--- src/rtl/fpu_dispatch.sv ---
// In-order dispatch between the CPU execute stage and four AXI4-Stream FP units (fadd/fsub/fmul/fdiv).
// Optional head-of-queue watchdog with late-result draining: define FPU_TIMEOUT_EN.
module fpu_dispatch #(
  parameter int unsigned TAG_W   = 5,
  parameter int unsigned DEPTH   = 4,
  parameter int unsigned TIMEOUT = 255
) (
  input  logic               clk,
  input  logic               rstn,
  input  logic               req_valid,
  output logic               req_ready,
  input  logic [1:0]         req_op,
  input  logic [31:0]        req_a,
  input  logic [31:0]        req_b,
  input  logic [TAG_W-1:0]   req_tag,
  output logic               rsp_valid,
  input  logic               rsp_ready,
  output logic [31:0]        rsp_data,
  output logic [TAG_W-1:0]   rsp_tag,
  output logic               rsp_err,
  output logic               busy,
  output logic [127:0]       unit_a_tdata,
  output logic [3:0]         unit_a_tvalid,
  input  logic [3:0]         unit_a_tready,
  output logic [127:0]       unit_b_tdata,
  output logic [3:0]         unit_b_tvalid,
  input  logic [3:0]         unit_b_tready,
  input  logic [127:0]       unit_res_tdata,
  input  logic [3:0]         unit_res_tvalid,
  output logic [3:0]         unit_res_tready
);

  localparam int unsigned LANES = 4;
  localparam int unsigned DW    = 32;
  localparam int unsigned PW    = $clog2(DEPTH);
  localparam int unsigned CW    = $clog2(DEPTH + 1);

  if (DEPTH < 2 || (DEPTH & (DEPTH - 1)) != 0 || TIMEOUT == 0) begin : g_param_err
    $error("fpu_dispatch: DEPTH must be a power of 2 >= 2 and TIMEOUT >= 1");
  end

  typedef struct packed {
    logic [1:0]       op;
    logic [TAG_W-1:0] tag;
  } ord_t;

  logic [LANES-1:0][DW-1:0] a_data, b_data, res_data;
  logic [LANES-1:0]         a_valid, b_valid;
  logic [LANES-1:0]         res_ready_c;
  ord_t                     q [DEPTH];
  ord_t                     head;
  logic [PW-1:0]            wr_ptr, rd_ptr;
  logic [CW-1:0]            count;
  logic                     push, pop, head_ok, capture, fire;

  assign head      = q[rd_ptr];
  assign res_data  = unit_res_tdata;
  assign req_ready = (count < CW'(DEPTH)) && !(|a_valid) && !(|b_valid);
  assign push      = req_valid && req_ready;
  assign head_ok   = (count != '0) && (!rsp_valid || rsp_ready);
  assign pop       = capture || fire;
  assign busy      = (count != '0) || rsp_valid || (|a_valid) || (|b_valid);

  assign unit_a_tdata    = a_data;
  assign unit_b_tdata    = b_data;
  assign unit_a_tvalid   = a_valid;
  assign unit_b_tvalid   = b_valid;
  assign unit_res_tready = res_ready_c;

`ifdef FPU_TIMEOUT_EN
  localparam int unsigned TW = $clog2(TIMEOUT + 1);

  logic [TW-1:0]            tmo_cnt;
  logic [LANES-1:0][CW-1:0] drop_cnt;

  // Lanes owing a late beat for a timed-out op drain it before serving the head.
  always_comb begin
    res_ready_c = '0;
    capture     = 1'b0;
    for (int k = 0; k < LANES; k++) res_ready_c[k] = (drop_cnt[k] != '0);
    if (drop_cnt[head.op] == '0) begin
      res_ready_c[head.op] = head_ok;
      capture              = head_ok && unit_res_tvalid[head.op];
    end
    fire = head_ok && !capture && (tmo_cnt == TW'(TIMEOUT));
  end

  always_ff @(posedge clk) begin
    if (!rstn) begin
      tmo_cnt  <= '0;
      drop_cnt <= '0;
    end else begin
      if (pop || count == '0) tmo_cnt <= '0;
      else if (tmo_cnt != TW'(TIMEOUT)) tmo_cnt <= tmo_cnt + 1'b1;
      for (int k = 0; k < LANES; k++)
        drop_cnt[k] <= drop_cnt[k] + CW'(fire && head.op == 2'(k))
                                   - CW'(drop_cnt[k] != '0 && unit_res_tvalid[k]);
    end
  end
`else
  always_comb begin
    res_ready_c          = '0;
    res_ready_c[head.op] = head_ok;
    capture              = head_ok && unit_res_tvalid[head.op];
    fire                 = 1'b0;
  end
`endif

  // Operand channels: load on accept, each valid clears independently on its own handshake.
  always_ff @(posedge clk) begin
    if (!rstn) begin
      a_valid <= '0;
      b_valid <= '0;
      a_data  <= '0;
      b_data  <= '0;
    end else begin
      a_valid <= a_valid & ~unit_a_tready;
      b_valid <= b_valid & ~unit_b_tready;
      if (push) begin
        a_valid[req_op] <= 1'b1;
        b_valid[req_op] <= 1'b1;
        a_data[req_op]  <= req_a;
        b_data[req_op]  <= req_b;
      end
    end
  end

  // Issue-order queue of {op, tag}.
  always_ff @(posedge clk) begin
    if (!rstn) begin
      wr_ptr <= '0;
      rd_ptr <= '0;
      count  <= '0;
      for (int i = 0; i < DEPTH; i++) q[i] <= '0;
    end else begin
      if (push) begin
        q[wr_ptr] <= '{op: req_op, tag: req_tag};
        wr_ptr    <= wr_ptr + 1'b1;
      end
      if (pop) rd_ptr <= rd_ptr + 1'b1;
      count <= count + CW'(push) - CW'(pop);
    end
  end

  // Response register: reloads in the same cycle it is consumed.
  always_ff @(posedge clk) begin
    if (!rstn) begin
      rsp_valid <= 1'b0;
      rsp_data  <= '0;
      rsp_tag   <= '0;
      rsp_err   <= 1'b0;
    end else if (pop) begin
      rsp_valid <= 1'b1;
      rsp_data  <= fire ? 32'h7FC0_0000 : res_data[head.op];
      rsp_tag   <= head.tag;
      rsp_err   <= fire;
    end else if (rsp_ready) begin
      rsp_valid <= 1'b0;
    end
  end

endmodule

--- config.mk ---
export PLATFORM = sky130hd
export DESIGN_NAME = fpu_dispatch
export DESIGN_NICKNAME = d
export VERILOG_FILES = /design/src/rtl/fpu_dispatch.sv
export SDC_FILE = /design/constraint.sdc
export NUM_CORES = 1
export LEC_CHECK = 0
export ABC_CLOCK_PERIOD_IN_PS = 4200
export CORE_AREA = 2 2 203 205
export DETAILED_ROUTE_END_ITERATION = 8
export DIE_AREA = 0 0 205 207
export GPL_ROUTABILITY_DRIVEN = 0
export SYNTH_ARGS = -nofsm -noshare
export SYNTH_HDL_FRONTEND = slang
export SYNTH_SLANG_ARGS = --single-unit
--- constraint.sdc ---
create_clock -name clk -period 4.2 [get_ports clk]
set_input_delay 0.84 -clock clk [delete_from_list [all_inputs] [get_ports clk]]
set_output_delay 0.84 -clock clk [all_outputs]
set_load 0.02 [all_outputs]
Word level (Yosys, flattened, before mapping)
Memories as Yosys holds them, arrays and structs flattened. A register that Yosys moved wholly into a read port is not among the register bits.
Index checks and enable logic that the tools add are counted.
{"block": "totals", "elab_cells": 77, "ramBits": 28, "mem_count": 1, "latchBits": 0, "rom_bits": 0, "register_bits": 309}
{"name": "q", "words": 4, "width": 7, "read_ports": 1, "rd_ports_with_merged_regs": 1, "wr": 4, "line": "50", "text": "ord_t q [DEPTH];"}
{"block": "classes", "bitwise": 7, "reduce_logical": 19, "order_cmp": 5, "n_mul": 0, "div": 0, "addsub": 4, "eq_ne": 0, "mux": 25, "shifts": 0}
{"cell": "$bwmux 128", "n": 2}
{"cell": "$bmux 32 s2", "n": 1}
{"cell": "$demux 32 s2", "n": 1}
{"cell": "$mux 32", "n": 2}
{"cell": "$and 4x4->4", "n": 3}
{"cell": "$mux 1", "n": 10}
{"cell": "$mux 4", "n": 2}
{"cell": "$not 4->4", "n": 2}
{"cell": "$or 4x4->4", "n": 2}
{"cell": "$reduce_or 4->1", "n": 2}
{"cell": "$logic_and 1x1->1", "n": 7}
{"cell": "$mux 7", "n": 1}
{"cell": "$reduce_or 7->1", "n": 1}
{"cell": "$lt 2x3->1 const B", "n": 2}
{"cell": "$mux 2", "n": 3}
{"cell": "$add 2x1->2 const B", "n": 2}
{"cell": "$demux 1 s2", "n": 2}
{"cell": "$ge 2x1->1 const B", "n": 2}
{"cell": "$logic_or 1x1->1", "n": 4}
{"cell": "$add 3x1->3", "n": 1}
{"cell": "$logic_not 1->1", "n": 3}
{"cell": "$lt 3x3->1 const B", "n": 1}
{"cell": "$reduce_bool 3->1", "n": 1}
{"cell": "$sub 3x1->3", "n": 1}
{"cell": "other kinds (2)", "n": 2}

Longest topological paths before layout
Gate-level depths: netlist of the first run.
{"block": "logic_depth", "ltp_word": 10, "depth_mapped": 15, "ltp_nobuf": 12}

Worst setup path after synthesis of the first run
Ideal clock, no wire load.
{"block": "synth_timing", "path_kind": "input -> register", "from": "in rsp_ready", "to": "reg count[2]", "setup_time_ns": 0.115, "path_buffers": 1, "arrival_time_ns": 2.991, "required_time_ns": 4.085, "cell_stages": 13, "setup_slack_ns": 1.094, "cell_sequence": "nor2b_1 or3b_2 o22a_2 clkinv_2 buf_6 ha_1 inv_1 ha_1 inv_1 fa_1 xnor2_1 xnor2_1 and2_1"}
{"block": "synth_via", "elab_chain_cells": 4}
{"item": "start: declaration", "line": "17", "text": "input logic rsp_ready,"}
{"item": "$logic_or 1x1->1", "line": "60", "text": "assign head_ok = (count != '0) && (!rsp_valid || rsp_ready);"}
{"item": "$logic_and 1x1->1", "line": "60"}
{"item": "$logic_and 1x1->1", "line": "104", "text": "capture = head_ok && unit_res_tvalid[head.op];"}
{"item": "via capture", "line": "54", "text": "logic push, pop, head_ok, capture, fire;"}
{"item": "$sub 3x1->3", "line": "141", "text": "count <= count + CW'(push) - CW'(pop);"}
{"item": "end signal: assignment", "line": "141"}
{"item": "end: declaration", "line": "53", "text": "logic [CW-1:0] count;"}
The timed path passes the listed nets, and every way through them passes these cells.
A chain may end at the register's enable or synchronous reset.

==> results of run 1 <==
==> Yosys cell counts (3+ instances only) <==
master,instances
edfxtp_1,28
nor3_1,5
nand2_1,591
nand3_1,4
buf_1,10
buf_2,23
a21boi_0,237
o211ai_1,32
or3_1,3
and2_1,31
nor2_1,7
mux2_2,32
clkbuf_1,76
dfxtp_1,311
buf_6,5
and3_1,4
a21boi_1,64
mux2i_1,35
xnor2_1,5
mux4_2,7
inv_1,4
nand2b_1,11
==> critical path, cell delays in order, from the launching register on <==
cell	delay, ps
dfxtp_1	600
mux4_2	600
or3_1	390
nor2_1	110
clkdlybuf4s50_1	620
==> path summary, 6_finish.rpt <==
| path | to | slack (ps) | cells after the start |
|---|---|---|---|
| worst min-delay path | unit_a_tdata[41]$_SDFFE_PN0P_ | 450 | 2 |
| worst max register to register | count[2]$_SDFF_PN0_ | 900 | 12 |
| worst min register to register | unit_a_tdata[41]$_SDFFE_PN0P_ | 450 | 2 |
| worst max-delay path | unit_res_tready[1] | 520 | 4 |
==> final cells by class <==
type                            instances  area [sq um]
Sequential cell                       339          7070
Antenna cell                            4          10.0
Inverter                                6          23.8
Tap cell                              532           666
Clock buffer                           55          1140
Clock inverter                         14           110
Fill cell                            3834         19700
Timing Repair Buffer                  538          5430
Multi-Input combinational cell       1085          6200
==> kinds of logic after synthesis <==
group | after synthesis | synth area share
muxes | 74 | 0.0631
other | 1 | 0.000273
AOI/OAI and AO/OA | 337 | 0.184
xor gates and xnor gates | 5 | 0.00318
and+or+nand+nor | 665 | 0.194
DFF | 339 | 0.514
buffers and inverters | 123 | 0.0391
adders and majority gates | 3 | 0.00327
==> layer usage <==
metal  GRT usage  vias up  part of all wire
met5           0        -           0.00035
met4      0.0829        2             0.030
met3      0.0835       75             0.097
met2       0.393      418              0.48
met1       0.265     5776              0.39
li1            -     6025                 -
==> power groups by stage <==
stage / logic, W / registers (W) / clock network (W)
3_3_place_gp: 0.00270 / 0.00381 / 0
5_1_grt: 0.00291 / 0.00379 / 0.00352
6_report: 0.00270 / 0.00375 / 0.00331
4_1_cts: 0.00273 / 0.00375 / 0.00340
2_1_floorplan: 0.00129 / 0.00408 / 0
3_5_place_dp: 0.00272 / 0.00382 / 0
==> state kept, by name, summed over array words and instances, names as in the netlist, named ones only <==
name,count
rsp_valid,1
unit_a_tvalid,4
count,3
unit_a_tdata,128
unit_b_tvalid,4
wr_ptr,2
rsp_data,32
unit_b_tdata,128
q,28
rsp_tag,5
rd_ptr,2
==> through the flow <==
stage	cell area, sq um	setup slack, ps	power, W
2_1_floorplan	13800	1090	0.00537
3_3_place_gp	19400	568	0.00651
3_5_place_dp	19400	569	0.00654
4_1_cts	20600	452	0.00988
5_1_grt	20600	362	0.0102
6_report	20600	515	0.00975
==> summary.md, run 1 <==
| Metric | Value |
|---|---|
| PD cells | `472 mW/mm^2` |
| Placed insts | `2500` |
| Worst Hold Class | `flip-flop to flip-flop` |
| Crit. End Element | `primary output` |
| Crit Path Max Fanout | `7` |
| EDFF count, synth | `28` |
| Die height | `207 um` |
| Crit start category | `flip-flop` |
| Row Count | `74` |
| Initial core utilization | `0.341` |
| Area leader, netlist | `dfxtp_1` |
| CP required | `3360 ps` |
| Synth Cell Area | `0.0138 sq mm` |
| HPWL after detailed placement | `34.6 mm` |
| Setup tns final | `0 ps` |
| Switching Share | `0.311` |
| Final-report setup violation count | `0` |
| Maxcap violations | `0` |
| Total Routing Usage GR | `0.231` |
| Status | `finished, final reports clean` |
| Post-DR vias/cell | `4.78` |
| Post-synth ARST share | `0` |
| Total CTS buffers | `39` |
| Psw | `0.00303 W` |
| WS Path Type | `flip-flop to primary output` |
| Hold_ws | `446 ps` |
| Final non-filler cell total | `2573` |
| Final Slew Violations | `0` |
| Yosys top cell area share | `0.452` |
| Int Pwr | `0.00672 W` |
| Post-Route WL | `50.8 mm` |
| Area Growth Syn to Fin | `50.1%` |
| Wirelength per Cell | `19.7 um` |
| Clock power share | `0.339` |
| First-pass GRT wire length | `75.9 mm` |
| Gate Count Post-Synth | `1547` |
| Ys Warns | `0` |
| Hold_sp | `unit_a_tdata[41]$_SDFFE_PN0P_` |
| Reg clk slew, reported paths | `60 ps` |
| Die outline width | `205 um` |
| Drt drc | `0` |
| Final Skew | `18.1 ps` |
| Share of cells above drive strength 1 | `0.0628` |
| I/O Buffers | `522` |
| Part of the power in registers | `0.384` |
| PostCTS Resize Cnt | `0` |
| Detailed Routing Iterations Pass 1 | `4` |
| Top_reg_cell synth | `dfxtp_1` |
| Mapped Nets | `1765` |
| Distinct cells, synth | `38` |
| Die Area | `0.0424 sq mm` |
| Via count | `12300` |
| Gr ovfl total | `0` |
| Synth top area cells | `dfxtp_1 45%, nand2_1 16%, a21boi_0 13%, edfxtp_1 6.1%, a21boi_1 3.5%` |
| CTS tree | `done` |
| Number of routed nets with antenna violations | `0` |
| Register bit count reported by yosys | `339` |
| Slew @ Worst Pin | `958 ps` |
| Hold buffers post-CTS | `0` |
| Logic pwr share | `0.276` |
| Crit path DAT | `2840 ps` |
| Final core utilization | `0.511` |
| Min Tclk post-route | `3680 ps` |
| VDD IR max | `0.295 mV` |
| I/O pin cnt | `524` |
| Avg Inst Size Synth | `8.89 sq um` |
| Leak | `7.05 nW` |
| Period utilization | `0.877` |
| Max Clock Freq | `0.271 GHz` |
| Final nets | `2227` |
| Fin. Hold Viols | `0` |
| Vias in the first global route | `12400` |
| Most common cell after layout, fill and taps aside | `nand2_1` |
| Sink Count | `339` |
| Worst rel slew slack | `0.361` |
| Fraction of the yosys area taken by sequential cells | `0.514` |
| Commonest cells after routing, fill and taps aside | `591 x nand2_1, 521 x clkdlybuf4s50_1, 311 x dfxtp_1, 237 x a21boi_0, 64 x a21boi_1` |
| Clk_lat worst skew | `530 ps` |
| Unrepaired setup endpoints after global routing | `false` |
| Core area | `0.0404 sq mm` |
| Setup Fix Bufs, Post-CTS | `0` |
| Initial antenna violation count | `5` |
| Starting DRT DRC Count | `497` |
| CTS HTree Levels | `2` |
| Clock buffer depth | `3` |
| CTS root buf | `clkbuf_16` |
| Pin count of the biggest net entering global routing | `180` |
No activity file was read; power rests on OpenSTA's default activity.
==> run 2, diff against run 1 <==
--- a/config.mk
+++ b/config.mk
@@ -10,6 +10,7 @@
 export DETAILED_ROUTE_END_ITERATION = 8
 export DIE_AREA = 0 0 205 207
 export GPL_ROUTABILITY_DRIVEN = 0
+export PLACE_DENSITY = 0.71
 export SYNTH_ARGS = -nofsm -noshare
 export SYNTH_HDL_FRONTEND = slang
 export SYNTH_SLANG_ARGS = --single-unit
==> run 2 against run 1 <==
  * Hold slack worse by 1.1 ps
  * Power is 1.3% higher
  * Combinational power barely moved
  * Clock power increased by 5%
  * Critical path depth stayed put
  * Largest cell class unchanged
  * Largest power group unchanged
  * Highest routed layer unchanged
==> summary.md, run 2 (synthesis gave the netlist of run 1 again) <==
| Metric | Value |
|---|---|
| Drt drc | `0` |
| Total CTS buffers | `39` |
| Starting DRT DRC Count | `502` |
| Final nets | `2230` |
| WS Path Type | `flip-flop to primary output` |
| Hold buffers post-CTS | `0` |
| Reg clk slew, reported paths | `60 ps` |
| Initial core utilization | `0.341` |
| Period utilization | `0.887` |
| Min Tclk post-route | `3730 ps` |
| Clock buffer depth | `3` |
| Area Growth Syn to Fin | `50.5%` |
| Pin count of the biggest net entering global routing | `229` |
| CTS HTree Levels | `2` |
| Crit-path cells | `mux4_2 > or3_1 > nor2_1 > clkdlybuf4s50_1` |
| PostCTS Resize Cnt | `0` |
| Pwr Total | `0.00988 W` |
| I/O pin cnt | `524` |
| CTS tree | `done` |
| Final Slew Violations | `0` |
| Die Area | `0.0424 sq mm` |
| WP buf/inv | `1` |
| Placement Setup Slack | `664 ps` |
| Crit start category | `flip-flop` |
| Post-Route WL | `48.5 mm` |
| Psw | `0.00301 W` |
| Setup tns final | `0 ps` |
| Int Pwr | `0.00687 W` |
| Via count | `12500` |
| Hold worst-path end | `unit_a_tdata[2]$_SDFFE_PN0P_` |
| First-pass GRT wire length | `73.5 mm` |
| Total Routing Usage GR | `0.223` |
| Part of the power in registers | `0.379` |
| I/O Buffers | `522` |
| Unrepaired setup endpoints after global routing | `false` |
| Max incr delay on CP | `640 ps` |
| Maxcap violations | `0` |
| Crit path DAT | `2890 ps` |
| Worst path slowest cell | `mux4_2` |
| CTS root buf | `clkbuf_16` |
| Post-DR vias/cell | `4.87` |
| VDD IR max | `0.293 mV` |
| Sink Count | `339` |
| Hold depth | `2` |
| Die outline width | `205 um` |
| Number of routed nets with antenna violations | `0` |
| FF-to-FF path depth | `12` |
| R2r endpoint | `count[2]$_SDFF_PN0_` |
| CP required | `3360 ps` |
| Setup ws final | `475 ps` |
| Switching Share | `0.305` |
| Final core utilization | `0.513` |
| Detailed Routing Iterations Pass 1 | `4` |
| Hold_sp | `unit_a_tdata[2]$_SDFFE_PN0P_` |
| Crit. End Element | `primary output` |
| HPWL after detailed placement | `33.0 mm` |
| Commonest cells after routing, fill and taps aside | `591 x nand2_1, 521 x clkdlybuf4s50_1, 311 x dfxtp_1, 237 x a21boi_0, 64 x a21boi_1` |
| Most common cell after layout, fill and taps aside | `nand2_1` |
| Status | `finished, final reports clean` |
| Max Clock Freq | `0.268 GHz` |
| Final Skew | `23.0 ps` |
| Crit Path Max Fanout | `7` |
| Final-report setup violation count | `0` |
| Clk_lat worst skew | `550 ps` |
| Core area | `0.0404 sq mm` |
| Die height | `207 um` |
| Slew @ Worst Pin | `1050 ps` |
| Wirelength per Cell | `18.9 um` |
| Gr ovfl total | `0` |
| Clock power share | `0.351` |
| Row Count | `74` |
| Leak | `7.08 nW` |
| Dominant delay contributor by cell family on the critical path | `multiplexers` |
| Setup Fix Bufs, Post-CTS | `0` |
| Initial antenna violation count | `3` |
| Logic pwr share | `0.270` |
| Fin. Hold Viols | `0` |
| Share of cells above drive strength 1 | `0.0643` |
| Vias in the first global route | `12700` |
| Worst rel slew slack | `0.299` |
| PD cells | `477 mW/mm^2` |
| R2r setup slk | `920 ps` |
| Worst Hold Class | `flip-flop to flip-flop` |
[run 2: cell types whose count changed in the layout (fill, tap and decap cells not counted)]
| cell | change |
|---|---|
| buf_12 | -1 |
| buf_4 | +4 |
| bufinv_16 | +3 |
| clkbuf_1 | -2 |
| clkbuf_8 | -2 |
| clkinv_2 | -3 |
| clkinv_4 | +1 |
| diode_2 | -2 |
| inv_6 | +1 |
[run 2: stage by stage]
stage | instance area [sq um] | cells | hold WS, ps
after global routing | 20700 | 2572 | 470
after CTS | 20700 | 2570 | 448
after global placement | 19400 | 2503 | 437
after floorplan | 13800 | 1547 | 449
after detailed placement | 19400 | 2503 | 441
final | 20700 | 2572 | 444
[run 2: layout make-up]
type | instances | area, sq um
Clock buffer | 51 | 1100
Sequential cell | 339 | 7070
Clock inverter | 16 | 203
Tap cell | 532 | 666
Inverter | 6 | 23.8
Multi-Input combinational cell | 1085 | 6200
Timing Repair Buffer | 541 | 5440
Antenna cell | 2 | 5.00
Fill cell | 3745 | 19700
[run 2: how the worst max path moves through the flow]
| stage | slack [ps] | to | startpoint | cells past startpoint |
|---|---|---|---|---|
| finish | 470 | unit_res_tready[0] | flip-flop | 4 |
| detailed placement | 660 | count[2]$_SDFF_PN0_ | rsp_ready | 13 |
| global route | 320 | unit_res_tready[1] | flip-flop | 4 |
| CTS | 390 | unit_res_tready[0] | flip-flop | 4 |
| floorplan | 1090 | count[2]$_SDFF_PN0_ | rsp_ready | 13 |
| global placement | 580 | count[2]$_SDFF_PN0_ | rsp_ready | 13 |
[run 2: metal layers]
layer  global-route usage  vias up  routed length (um)
li1                     -     6028                   -
met1                0.249     5926               18700
met2                0.380      470               23300
met3               0.0799       87                4780
met4               0.0935        2                1720
met5                    0        -                  13
[run 2: power groups by stage]
| stage | sequential, W | clock, W | combinational, W |
|---|---|---|---|
| after CTS | 0.00375 | 0.00356 | 0.00270 |
| after global routing | 0.00378 | 0.00368 | 0.00288 |
| final | 0.00374 | 0.00347 | 0.00267 |
| after global placement | 0.00380 | 0 | 0.00267 |
| after floorplan | 0.00408 | 0 | 0.00129 |
| after detailed placement | 0.00381 | 0 | 0.00269 |
[run 2: worst register-to-register path: stages (launching register included)]
cell and delay, ps:
dfxtp_1 600, mux4_2 640, or3_1 380, o22a_2 250, clkinv_2 50, ha_1 220, inv_1 60, ha_1 120
inv_1 50, fa_1 370, xnor2_1 140, xnor2_1 130, and2_1 160
==> run 3, diff against run 2 <==
==> config.mk (replaced) <==
export PLATFORM = sky130hd
export DESIGN_NAME = fpu_dispatch
export DESIGN_NICKNAME = d
export VERILOG_FILES = /design/src/rtl/fpu_dispatch.sv
export SDC_FILE = /design/constraint.sdc
export NUM_CORES = 1
export LEC_CHECK = 0
export ABC_CLOCK_PERIOD_IN_PS = 3200
export CORE_AREA = 2 2 206 208
export DETAILED_ROUTE_END_ITERATION = 8
export DIE_AREA = 0 0 208 210
export GPL_ROUTABILITY_DRIVEN = 0
export PLACE_DENSITY = 0.72
export SYNTH_ARGS = -nofsm -noshare
export SYNTH_HDL_FRONTEND = slang
export SYNTH_SLANG_ARGS = --single-unit
==> constraint.sdc (replaced) <==
create_clock -name clk -period 3.2 [get_ports clk]
set_input_delay 0.64 -clock clk [delete_from_list [all_inputs] [get_ports clk]]
set_output_delay 0.64 -clock clk [all_outputs]
set_load 0.02 [all_outputs]
==> run 3 against run 2 <==
  * Register-to-register slack got worse by 760 ps
  * Clock power is 24% higher
  * Sequential power increased by 31%
  * Critical path type is now flip-flop to flip-flop
==> summary.md, run 3 (synthesis gave the netlist of run 1 again) <==
| Metric | Value |
|---|---|
| Hold_ws | `372 ps` |
| Final-report setup violation count | `0` |
| Share of cells above drive strength 1 | `0.0720` |
| CP required | `3650 ps` |
| Psw | `0.00401 W` |
| Maxcap violations | `0` |
| Final non-filler cell total | `2595` |
| Total Routing Usage GR | `0.215` |
| Initial antenna violation count | `2` |
| Drt drc | `0` |
| Post-Route WL | `48.9 mm` |
| Sink Count | `339` |
| Gr ovfl total | `0` |
| I/O pin cnt | `524` |
| Period utilization | `0.949` |
| Leak | `7.16 nW` |
| Pin count of the biggest net entering global routing | `201` |
| Wirelength per Cell | `18.9 um` |
| Crit start category | `flip-flop` |
| Cell area after layout | `0.0208 sq mm` |
| Die outline width | `208 um` |
| Slew @ Worst Pin | `995 ps` |
| Area Growth Syn to Fin | `51.2%` |
| I/O Buffers | `522` |
| Switching Share | `0.311` |
| Status | `finished, final reports clean` |
| Crit path DAT | `3480 ps` |
| Int Pwr | `0.00887 W` |
| Fin. Hold Viols | `0` |
| Final nets | `2248` |
| Die height | `210 um` |
| Placed cell area | `0.0195 sq mm` |
| CTS HTree Levels | `2` |
| Worst Setup EP | `count[2]$_SDFF_PN0_` |
| Worst Hold Class | `input pin to flip-flop` |
| Final Slew Violations | `0` |
| Crit Path Max Fanout | `3` |
| Clock power share | `0.335` |
| Reg clk slew, reported paths | `60 ps` |
| CTS root buf | `clkbuf_16` |
| Hold buffers post-CTS | `0` |
| Starting DRT DRC Count | `709` |
| Setup tns final | `0 ps` |
| Min Tclk post-route | `3040 ps` |
| Number of routed nets with antenna violations | `0` |
| Initial core utilization | `0.332` |
| Part of the power in registers | `0.381` |
| Core area | `0.0415 sq mm` |
| Row Count | `75` |
| Clock buffer depth | `3` |
| Unrepaired setup endpoints after global routing | `false` |
| VDD IR max | `0.433 mV` |
| Crit. End Element | `flip-flop` |
| WS Path Type | `flip-flop to flip-flop` |
| Clk_lat worst skew | `550 ps` |
| Placed insts | `2525` |
| R2r setup slk | `160 ps` |
| Detailed Routing Iterations Pass 1 | `6` |
| Logic pwr share | `0.284` |
| Antenna diodes | `0` |
| HPWL after detailed placement | `33.4 mm` |
| FF-to-FF path depth | `13` |
| Total CTS buffers | `39` |
| Via count | `12500` |
| Commonest cells after routing, fill and taps aside | `591 x nand2_1, 517 x clkdlybuf4s50_1, 310 x dfxtp_1, 237 x a21boi_0, 64 x a21boi_1` |
| Max Clock Freq | `0.329 GHz` |
| Most common cell after layout, fill and taps aside | `nand2_1` |
| Vias in the first global route | `12300` |
| CTS tree | `done` |
| PD cells | `619 mW/mm^2` |
| Die Area | `0.0437 sq mm` |
| Worst rel slew slack | `0.337` |
| Final Skew | `23.2 ps` |
| Post-DR vias/cell | `4.83` |
| R2r endpoint | `count[2]$_SDFF_PN0_` |
| First-pass GRT wire length | `73.2 mm` |
-- run 3: cell types whose count changed in the layout (fill, tap and decap cells not counted), moves of 2 or more --
cell / previous run / this run
bufinv_16: 4 / 2
clkbuf_8: 6 / 4
clkdlybuf4s50_1: 521 / 517
clkinvlp_4: 1 / 3
diode_2: 2 / 0
clkbuf_1: 5 / 7
buf_4: 13 / 30
dlygate4sd2_1: 0 / 4
-- run 3: worst min path at each step --
stage	slack, ps	from	endpoint	cells after the start
2_1_floorplan	450	rd_ptr[1]$_SDFFE_PN0P_	flip-flop	2
4_1_cts	320	rstn	wr_ptr[1]$_SDFFE_PN0N_	2
3_3_place_gp	440	unit_a_tdata[37]$_SDFFE_PN0P_	unit_a_tdata[37]$_SDFFE_PN0P_	2
6_report	370	rstn	wr_ptr[1]$_SDFFE_PN0N_	2
5_1_grt	350	rstn	wr_ptr[1]$_SDFFE_PN0N_	2
3_5_place_dp	440	unit_a_tdata[13]$_SDFFE_PN0P_	unit_a_tdata[13]$_SDFFE_PN0P_	2
-- run 3: per-layer routing --
| metal | wire length [um] | vias up | track usage |
|---|---|---|---|
| met5 | 13 | - | 0 |
| met4 | 1560 | 2 | 0.0839 |
| met1 | 19800 | 5942 | 0.255 |
| met3 | 3580 | 85 | 0.0574 |
| met2 | 24000 | 452 | 0.370 |
| li1 | - | 6050 | - |
-- run 3: cell type report --
type / instances / area [sq um]
clock buffers: 50 / 1060
clock inverters: 17 / 174
fillers: 3866 / 20700
inverters: 6 / 23.8
multi-input cells: 1085 / 6200
flip-flops and latches: 339 / 7070
well taps: 539 / 674
repair buffers: 559 / 5610
-- run 3: repair_timing --
| action | in CTS | in global routing |
|---|---|---|
| setup endpoints to repair | 4 | 1 |
| gates resized for setup | 8 | 1 |
| gates cloned | 1 | 0 |
| setup buffers | 1 | 1 |
-- run 3: critical path: stages (launching register included) --
cell and delay [ps]:
dfxtp_2 360, mux4_4 650, buf_4 200, mux2i_1 160, o22a_2 210, clkinv_2 60
ha_1 280, inv_1 50, ha_1 140, inv_1 50, fa_1 370, xnor2_1 140
xnor2_1 120, and2_1 150
-- run 3: power groups by stage --
stage               logic (W)  clock network (W)  registers, W
finish                0.00366            0.00431       0.00491
global route          0.00391            0.00459       0.00495
CTS                   0.00368            0.00443       0.00491
detailed placement    0.00359                  0       0.00499
global placement      0.00355                  0       0.00498
floorplan             0.00169                  0       0.00535
-- run 3: stage by stage --
step / setup slack, ps / util / power (W)
2_1_floorplan: 140 / - / 0.00704
3_3_place_gp: -167 / 0.470 / 0.00853
3_5_place_dp: -115 / 0.470 / 0.00859
4_1_cts: 7.67 / 0.501 / 0.0130
5_1_grt: 13.4 / 0.502 / 0.0135
6_report: 162 / 0.502 / 0.0129
